<file path="config.mk">
export PLATFORM = sky130hd
export DESIGN_NAME = mem_bus_arbiter
export DESIGN_NICKNAME = d
export VERILOG_FILES = /design/src/rtl/mem_bus_arbiter.sv
export SDC_FILE = /design/constraint.sdc
export NUM_CORES = 1
export LEC_CHECK = 0
export ABC_AREA = 1
export CAP_MARGIN = 20
export CORE_MARGIN = 2
export CORE_UTILIZATION = 45
export DETAILED_ROUTE_END_ITERATION = 10
export GPL_TIMING_DRIVEN = 0
export PLACE_DENSITY = 0.9
export SYNTH_ARGS = -nofsm -noshare
export SYNTH_HDL_FRONTEND = slang
export SYNTH_SLANG_ARGS = --single-unit
</file>
<file path="constraint.sdc">
create_clock -name clk -period 3.6 [get_ports clk]
set_clock_uncertainty 0.15 [all_clocks]
set_input_delay 0.72 -clock clk [delete_from_list [all_inputs] [get_ports clk]]
set_output_delay 0.72 -clock clk [all_outputs]
set_load 0.005 [all_outputs]
</file>
<file path="src/rtl/mem_bus_arbiter.sv">
// Two-requester (ibus/dbus) arbiter onto a single memory port with a BUSY timeout.
// Define ARB_ROUND_ROBIN_EN for alternating priority; default is fixed dbus priority.
module mem_bus_arbiter #(
  parameter int unsigned TIMEOUT_CYCLES = 255
) (
  input  logic        clk,
  input  logic        rst_n,
  input  logic [31:0] ibus_address,
  input  logic [3:0]  ibus_byteenable,
  input  logic        ibus_read,
  input  logic        ibus_write,
  input  logic [31:0] ibus_wrdata,
  output logic [31:0] ibus_rddata,
  output logic        ibus_stall,
  input  logic [31:0] dbus_address,
  input  logic [3:0]  dbus_byteenable,
  input  logic        dbus_read,
  input  logic        dbus_write,
  input  logic [31:0] dbus_wrdata,
  output logic [31:0] dbus_rddata,
  output logic        dbus_stall,
  output logic [31:0] mem_address,
  output logic [3:0]  mem_byteenable,
  output logic        mem_read,
  output logic        mem_write,
  output logic [31:0] mem_wrdata,
  input  logic [31:0] mem_rddata,
  input  logic        mem_ready,
  output logic        bus_error
);
  typedef enum logic [1:0] {S_IDLE, S_BUSY_I, S_BUSY_D} state_t;

  localparam logic [15:0] TO_MAX = 16'(TIMEOUT_CYCLES);

  state_t      r_state;
  logic [15:0] r_cnt;
  logic        r_done_i, r_done_d, r_err, r_last_d;
  logic [31:0] r_i_rd, r_d_rd, r_addr, r_wd;
  logic [3:0]  r_be;
  logic        r_rd, r_wr;

  logic        w_req_i, w_req_d, w_elig_i, w_elig_d, w_pick_i, w_pick_d, w_busy_d;
  logic [15:0] w_cnt_nxt;

  assign w_req_i  = ibus_read | ibus_write;
  assign w_req_d  = dbus_read | dbus_write;
  // The port whose access just completed is still holding its old request this cycle.
  assign w_elig_i = w_req_i & ~r_done_i;
  assign w_elig_d = w_req_d & ~r_done_d;

`ifdef ARB_ROUND_ROBIN_EN
  assign w_pick_d = w_elig_d & (~w_elig_i | ~r_last_d);
`else
  assign w_pick_d = w_elig_d;
`endif
  assign w_pick_i  = w_elig_i & ~w_pick_d;
  assign w_busy_d  = (r_state == S_BUSY_D);
  assign w_cnt_nxt = r_cnt + 16'd1;

  always_ff @(posedge clk or negedge rst_n) begin
    if (!rst_n) begin
      r_state  <= S_IDLE;
      r_cnt    <= '0;
      r_done_i <= 1'b0;
      r_done_d <= 1'b0;
      r_err    <= 1'b0;
      r_last_d <= 1'b1;
      r_i_rd   <= '0;
      r_d_rd   <= '0;
      r_addr   <= '0;
      r_wd     <= '0;
      r_be     <= '0;
      r_rd     <= 1'b0;
      r_wr     <= 1'b0;
    end else begin
      r_done_i <= 1'b0;
      r_done_d <= 1'b0;
      r_err    <= 1'b0;
      case (r_state)
        S_IDLE: begin
          if (w_pick_d) begin
            r_state  <= S_BUSY_D;
            r_addr   <= dbus_address;
            r_be     <= dbus_byteenable;
            r_wd     <= dbus_wrdata;
            r_wr     <= dbus_write;
            r_rd     <= dbus_read & ~dbus_write;
            r_cnt    <= '0;
            r_last_d <= 1'b1;
          end else if (w_pick_i) begin
            r_state  <= S_BUSY_I;
            r_addr   <= ibus_address;
            r_be     <= ibus_byteenable;
            r_wd     <= ibus_wrdata;
            r_wr     <= ibus_write;
            r_rd     <= ibus_read & ~ibus_write;
            r_cnt    <= '0;
            r_last_d <= 1'b0;
          end
        end
        default: begin
          // mem_ready takes precedence over a timeout landing in the same cycle.
          if (mem_ready) begin
            if (r_rd) begin
              if (w_busy_d) r_d_rd <= mem_rddata;
              else          r_i_rd <= mem_rddata;
            end
            r_done_d <= w_busy_d;
            r_done_i <= ~w_busy_d;
            r_state  <= S_IDLE;
            r_rd     <= 1'b0;
            r_wr     <= 1'b0;
          end else if (w_cnt_nxt == TO_MAX) begin
            if (w_busy_d) r_d_rd <= '0;
            else          r_i_rd <= '0;
            r_done_d <= w_busy_d;
            r_done_i <= ~w_busy_d;
            r_err    <= 1'b1;
            r_cnt    <= w_cnt_nxt;
            r_state  <= S_IDLE;
            r_rd     <= 1'b0;
            r_wr     <= 1'b0;
          end else begin
            r_cnt <= w_cnt_nxt;
          end
        end
      endcase
    end
  end

  assign ibus_stall     = w_req_i & ~r_done_i;
  assign dbus_stall     = w_req_d & ~r_done_d;
  assign ibus_rddata    = r_i_rd;
  assign dbus_rddata    = r_d_rd;
  assign mem_address    = r_addr;
  assign mem_byteenable = r_be;
  assign mem_read       = r_rd;
  assign mem_write      = r_wr;
  assign mem_wrdata     = r_wd;
  assign bus_error      = r_err;
endmodule

</file>
==> results_dict.tcl, run 1 <==
set metrics [dict create \
    swShare_pct 35.7 \
    wl_mm 24.3 \
    maxCapViolCount 0 \
    ios 312 \
    yosysWarnings 0 \
    grt_max_degree 89 \
    rr_startpoint "r_done_d$_DFF_PN0_" \
    gp_congestion 0.909 \
    ys_seq_area_share_pct 54.4 \
    grt_pass1_wl_mm 37.2 \
    viasPerCell 5.27 \
    p_per_area_nw_per_um2 777 \
    dp_hpwl_mm 18.4 \
    dieArea_sq_um 16900 \
    cts_root_buf "clkbuf_16" \
    power.total_mw 8.66 \
    layout_worst_path_cycle_share_pct 94.4 \
    setup-violations-final 0 \
    drt_iter0_markers 406 \
    drc 0 \
    multi_input_area_sq_um 2860 \
    synth-edff-count 0 \
    worstMarginPinSlew_ps 705 \
    clk_pin_slew_worst_paths_ps 60 \
    final_common_cell "clkdlybuf4s50_1" \
    cts.sinks 155 \
    clock_power_share_pct 21.4 \
    postSynthAreaPerCell_sq_um 8.31 \
    clk_latency_ps 420 \
    mostFrequentLayoutCells "310 x clkdlybuf4s50_1, 302 x nand2_1, 155 x dfrtp_1" \
    power_switching_mw 3.09 \
    intPower_mw 5.57 \
    syn_to_final_growth_pct 56.3 \
    hold_class "in -> async" \
    htreeDepth 4 \
    critPathLaunch "dbus_write" \
    hold_buffers 0 \
    std_cell_rows 46 \
    fin_tns_setup_ps 0 \
    drt_first_pass_iters 5 \
    slowest_delay_ps 630 \
    detail-route-antenna-nets 0 \
    fillers 1156 \
    finalCriticalPeriod_ps 3400 \
    antenna_found_initial 1 \
    post-place-ws_ps 63.8 \
    use_met2_pct 50.3 \
    grt-ovfl-total 0 \
    synth_cells 858 \
    crit_required_ps 2730 \
    numCtsBuffers 17 \
    critical_path_class "in -> out" \
    cts_tree "yes" \
    grt_use_met3_pct 8.36 \
    final-seq-area_sq_um 3880 \
    clk_path_buf_depth 2 \
    endpoint_kind "output pin" \
    slowest_stage "clkdlybuf4s50_1" \
    slew_headroom_pct 52.9 \
    p_leak_nw 4.96 \
    p_comb_share_pct 44.9 \
    ys_ff_latch 155 \
    crit_path_cell_trace "clkdlybuf4s50_1, inv_1, nor2_1, inv_1, nand2_1, clkdlybuf4s50_1" \
    fmax_mhz 294 \
    finalHoldViolations 0 \
    final_max_slew_viol_count 0 \
    vdd.ir_drop.worst_uv 383 \
    num_vias 7456 \
    drive_gt1_share_pct 7.42 \
    synthArstFlopShare_pct 100 \
    cp-start-kind "input port" \
    rsz0062_at_grt "no" \
    core_sq_um 15700 \
    seq_power_share_pct 33.7 \
    die_h_um 130 \
    status "completed" \
    synth_cell_type_count 26 \
    start_util_pct 45.4 \
    crit_arrival_ps 2530 \
    finalWorstSetupSlack_ps 201 \
    ys.flop_type "dfrtp_1" \
    cts_resized 0 \
    synth_area_sq_um 7130 \
    port-buffer-count 311 \
    final_net_count 1365 \
    synth_fp_nets 1035 \
    grtUsageTotal_pct 28.8 \
    cts_post_setup_buffers_inserted 0 \
    worstPathMaxFanout 17 \
    die-width_um 130 \
    busiest_layer "met2" \
    avgRoutedWirePerCell_um 17.1 \
    grt_use_met1_pct 31.3 \
    grt_pass1_vias 7317 \
]
final cells by class:
type                    count  share of cell area, %
clock inverters            10                   1.26
diodes                      1                 0.0224
clock buffers              20                   4.19
plain buffers              57                   2.41
multi-input cells         612                   25.6
repair buffers            312                   28.2
inverters                  33                   1.11
well taps                 216                   2.42
flip-flops and latches    155                   34.8
power groups by stage:
stage          sequential (mW)  clock (mW)  combinational, mW
2_1_floorplan             2.94           0               1.57
3_3_place_gp              2.90           0               3.77
3_5_place_dp              2.93           0               3.87
4_1_cts                   2.91        1.86               3.90
5_1_grt                   2.99        1.94               4.22
6_report                  2.92        1.85               3.89
logic make-up (layout without fill, tap and decap cells):
kind of cell,count (synthesis),in the layout,synth area share [%]
AO/OA/AOI/OAI,91,91,7.77
XOR/XNOR,1,1,0.123
adder cells (fa/ha/maj),2,2,0.351
buffers and inverters,91,432,5.56
flip-flops,155,155,54.4
other,0,1,0
AND/OR/NAND/NOR,518,518,31.8
critical path, delay by kind of cell:
kind,cells,cell delay (ps)
buffers and inverters,4,1200
and+or+nand+nor,2,590
per-stage QoR:
stage	cells	hold WS [ps]	utilization [%]	instance area, sq um
2_1_floorplan	858	274	-	7130
3_3_place_gp	1385	304	66.9	10500
3_5_place_dp	1386	309	67.1	10500
4_1_cts	1416	157	71.0	11200
5_1_grt	1416	188	71.0	11100
6_report	1416	141	71.0	11100
sequential cells by signal, indices dropped and copies added (netlist names):
name	count
mem_write	1
mem_address	32
bus_error	1
dbus_rddata	32
r_state	2
r_done_d	1
mem_wrdata	32
mem_read	1
r_done_i	1
ibus_rddata	32
r_cnt	16
mem_byteenable	4
cells in the mapped netlist, types with 2 or more instances:
library cell	instances	area [sq um]
a21oi_1	2	10.0
a31oi_1	68	425
buf_1	3	11.3
buf_2	8	40.0
buf_6	6	67.6
clkbuf_1	41	154
dfrtp_1	155	3880
ha_1	2	25.0
inv_1	32	120
nand2_1	302	1130
nand2_2	31	194
nand3_1	11	55.1
nand3_4	2	35.0
nand4_1	68	425
nor2_1	93	349
nor2_2	6	37.5
o21ai_0	9	45.0
o22ai_1	11	68.8
worst paths after layout:
path	slack, ps	end	depth (start not counted)
worst max register to register	850	mem_address[14]$_DFFE_PN0P_	8
min in group clk	320	dbus_rddata[3]$_DFFE_PN0P_	2
worst max-delay path	200	dbus_stall	6
worst min-delay path	140	ibus_rddata[22]$_DFFE_PN0P_	1
max in group asynchronous	2300	mem_address[3]$_DFFE_PN0P_	2
worst min register to register	320	dbus_rddata[3]$_DFFE_PN0P_	2
per-layer routing:
layer,up-vias,routed length (um)
met5,-,0
met4,0,1300
met3,78,1900
met2,365,12300
met1,3504,8720
li1,3509,-
Note: power is estimated with default switching activity, not from simulation.
==> run 2: changes to the inputs <==
--- a/config.mk
+++ b/config.mk
@@ -12,6 +12,7 @@
 export DETAILED_ROUTE_END_ITERATION = 10
 export GPL_TIMING_DRIVEN = 0
 export PLACE_DENSITY = 0.9
+export SLEW_MARGIN = 10
 export SYNTH_ARGS = -nofsm -noshare
 export SYNTH_HDL_FRONTEND = slang
 export SYNTH_SLANG_ARGS = --single-unit
==> results_dict.tcl, run 2 (same netlist as run 1, synthesis figures left out) <==
set metrics [dict create \
    worstMarginPinSlew_ps 720 \
    cts_tree "yes" \
    htreeDepth 4 \
    grtUsageTotal_pct 28.6 \
    hold_class "in -> async" \
    die-width_um 130 \
    status "completed" \
    top_layer "met4" \
    port-buffer-count 311 \
    std_cell_rows 46 \
    cts.sinks 155 \
    place_inst 1386 \
    numCtsBuffers 17 \
    r2r_end "mem_address[14]$_DFFE_PN0P_" \
    final_common_cell "clkdlybuf4s50_1" \
    drive_gt1_share_pct 7.41 \
    dieArea_sq_um 16900 \
    syn_to_final_growth_pct 55.9 \
    holdWs_ps 76.8 \
    final_util_pct 70.8 \
    grt_pass1_wl_mm 37.1 \
    clk_latency_ps 420 \
    crit_buf_inv 4 \
    dr_wl_met2_mm 12.4 \
    gp_congestion 0.909 \
    fin_tns_setup_ps 0 \
    crit_arrival_ps 2540 \
    num_vias 7477 \
    critical_path_class "in -> out" \
    die_h_um 130 \
    start_util_pct 45.4 \
    crit_path_cell_trace "clkdlybuf4s50_1, inv_1, nor2_1, inv_1, nand2_1, clkdlybuf4s50_1" \
    ios 312 \
    rsz0062_at_grt "no" \
    slowest_stage "clkdlybuf4s50_1" \
    worstPathMaxFanout 17 \
    grt_pass1_vias 7270 \
    dp_hpwl_mm 18.4 \
    endpoint_kind "output pin" \
    p_leak_nw 4.93 \
    cts_post_setup_buffers_inserted 0 \
    maxCapViolCount 0 \
    drt_iter0_markers 525 \
    power.total_mw 8.57 \
    hold_buffers 0 \
    antenna_found_initial 1 \
    slowest_delay_ps 630 \
    clk_path_buf_depth 2 \
    viasPerCell 5.27 \
    endpoint "dbus_stall" \
    mostFrequentLayoutCells "310 x clkdlybuf4s50_1, 302 x nand2_1, 155 x dfrtp_1" \
    cp-start-kind "input port" \
    detail-route-antenna-nets 0 \
    layout_worst_path_cycle_share_pct 94.8 \
    path_delay_family "buffers and inverters" \
    setup-violations-final 0 \
    cts_root_buf "clkbuf_16" \
    slew_headroom_pct 51.9 \
    drt_first_pass_iters 6 \
    fin_cells 1418 \
    vdd.ir_drop.worst_uv 384 \
    rr_startpoint "r_done_d$_DFF_PN0_" \
    crit_required_ps 2730 \
    core_sq_um 15700 \
    finalHoldViolations 0 \
    rrSetupSlack_ps 830 \
    p_per_area_nw_per_um2 770 \
    crit_cells 6 \
    cts_resized 0 \
    avgRoutedWirePerCell_um 17.0 \
    r2r_cells 8 \
    met3WireLength_mm 1.99 \
    clk_pin_slew_worst_paths_ps 60 \
    wl_met1_mm 8.60 \
    grt_max_degree 89 \
    wl_mm 24.1 \
    final_max_slew_viol_count 0 \
    fmax_mhz 293 \
    grt-ovfl-total 0 \
    critPathLaunch "dbus_write" \
    drc 0 \
    final_net_count 1365 \
    finalCriticalPeriod_ps 3410 \
]
## run 2: cell types whose count changed in the layout (fill, tap and decap cells not counted)
cell	delta
clkbuf_1	+2
inv_6	+2
clkinv_4	-2
clkinvlp_4	+4
buf_6	-1
bufinv_16	-1
buf_8	+1
clkbuf_8	-3
## run 2: area by class of cell
| type | count | area (sq um) |
|---|---|---|
| Fill cell | 1158 | 4590 |
| Sequential cell | 155 | 3880 |
| Antenna cell | 1 | 2.50 |
| Inverter | 33 | 124 |
| Clock buffer | 19 | 433 |
| Timing Repair Buffer | 312 | 3150 |
| Tap cell | 216 | 270 |
| Multi-Input combinational cell | 612 | 2860 |
| Clock inverter | 13 | 140 |
| Buffer | 57 | 269 |
## run 2: worst min-delay path by stage
stage / startpoint / endpoint / cells after the start
after floorplan: rst_n / bus_error$_DFF_PN0_ / 0
after global placement: dbus_rddata[3]$_DFFE_PN0P_ / dbus_rddata[3]$_DFFE_PN0P_ / 2
after detailed placement: dbus_rddata[3]$_DFFE_PN0P_ / dbus_rddata[3]$_DFFE_PN0P_ / 2
after CTS: rst_n / ibus_rddata[25]$_DFFE_PN0P_ / 1
after global routing: rst_n / ibus_rddata[25]$_DFFE_PN0P_ / 1
final: rst_n / ibus_rddata[25]$_DFFE_PN0P_ / 1
## run 2: per-layer routing
metal  GRT usage (%)  vias to the layer above
li1                -                     3513
met3            8.57                       66
met4            14.0                        0
met5               0                        -
met2            50.1                      369
met1            31.7                     3529
## run 2: metrics by stage
stage | setup slack [ps] | instance area [sq um]
finish | 188 | 11100
floorplan | 1410 | 7130
CTS | 52.3 | 11100
detailed placement | 67.5 | 10500
global placement | -4560 | 10500
global route | 96.2 | 11100
## run 2: power by group
part	switching, mW	internal, mW	leakage, nW	total (mW)
sequential	0.439	2.48	1.95	2.91
clock	0.740	1.02	0.271	1.76
combinational	1.93	1.95	2.71	3.89
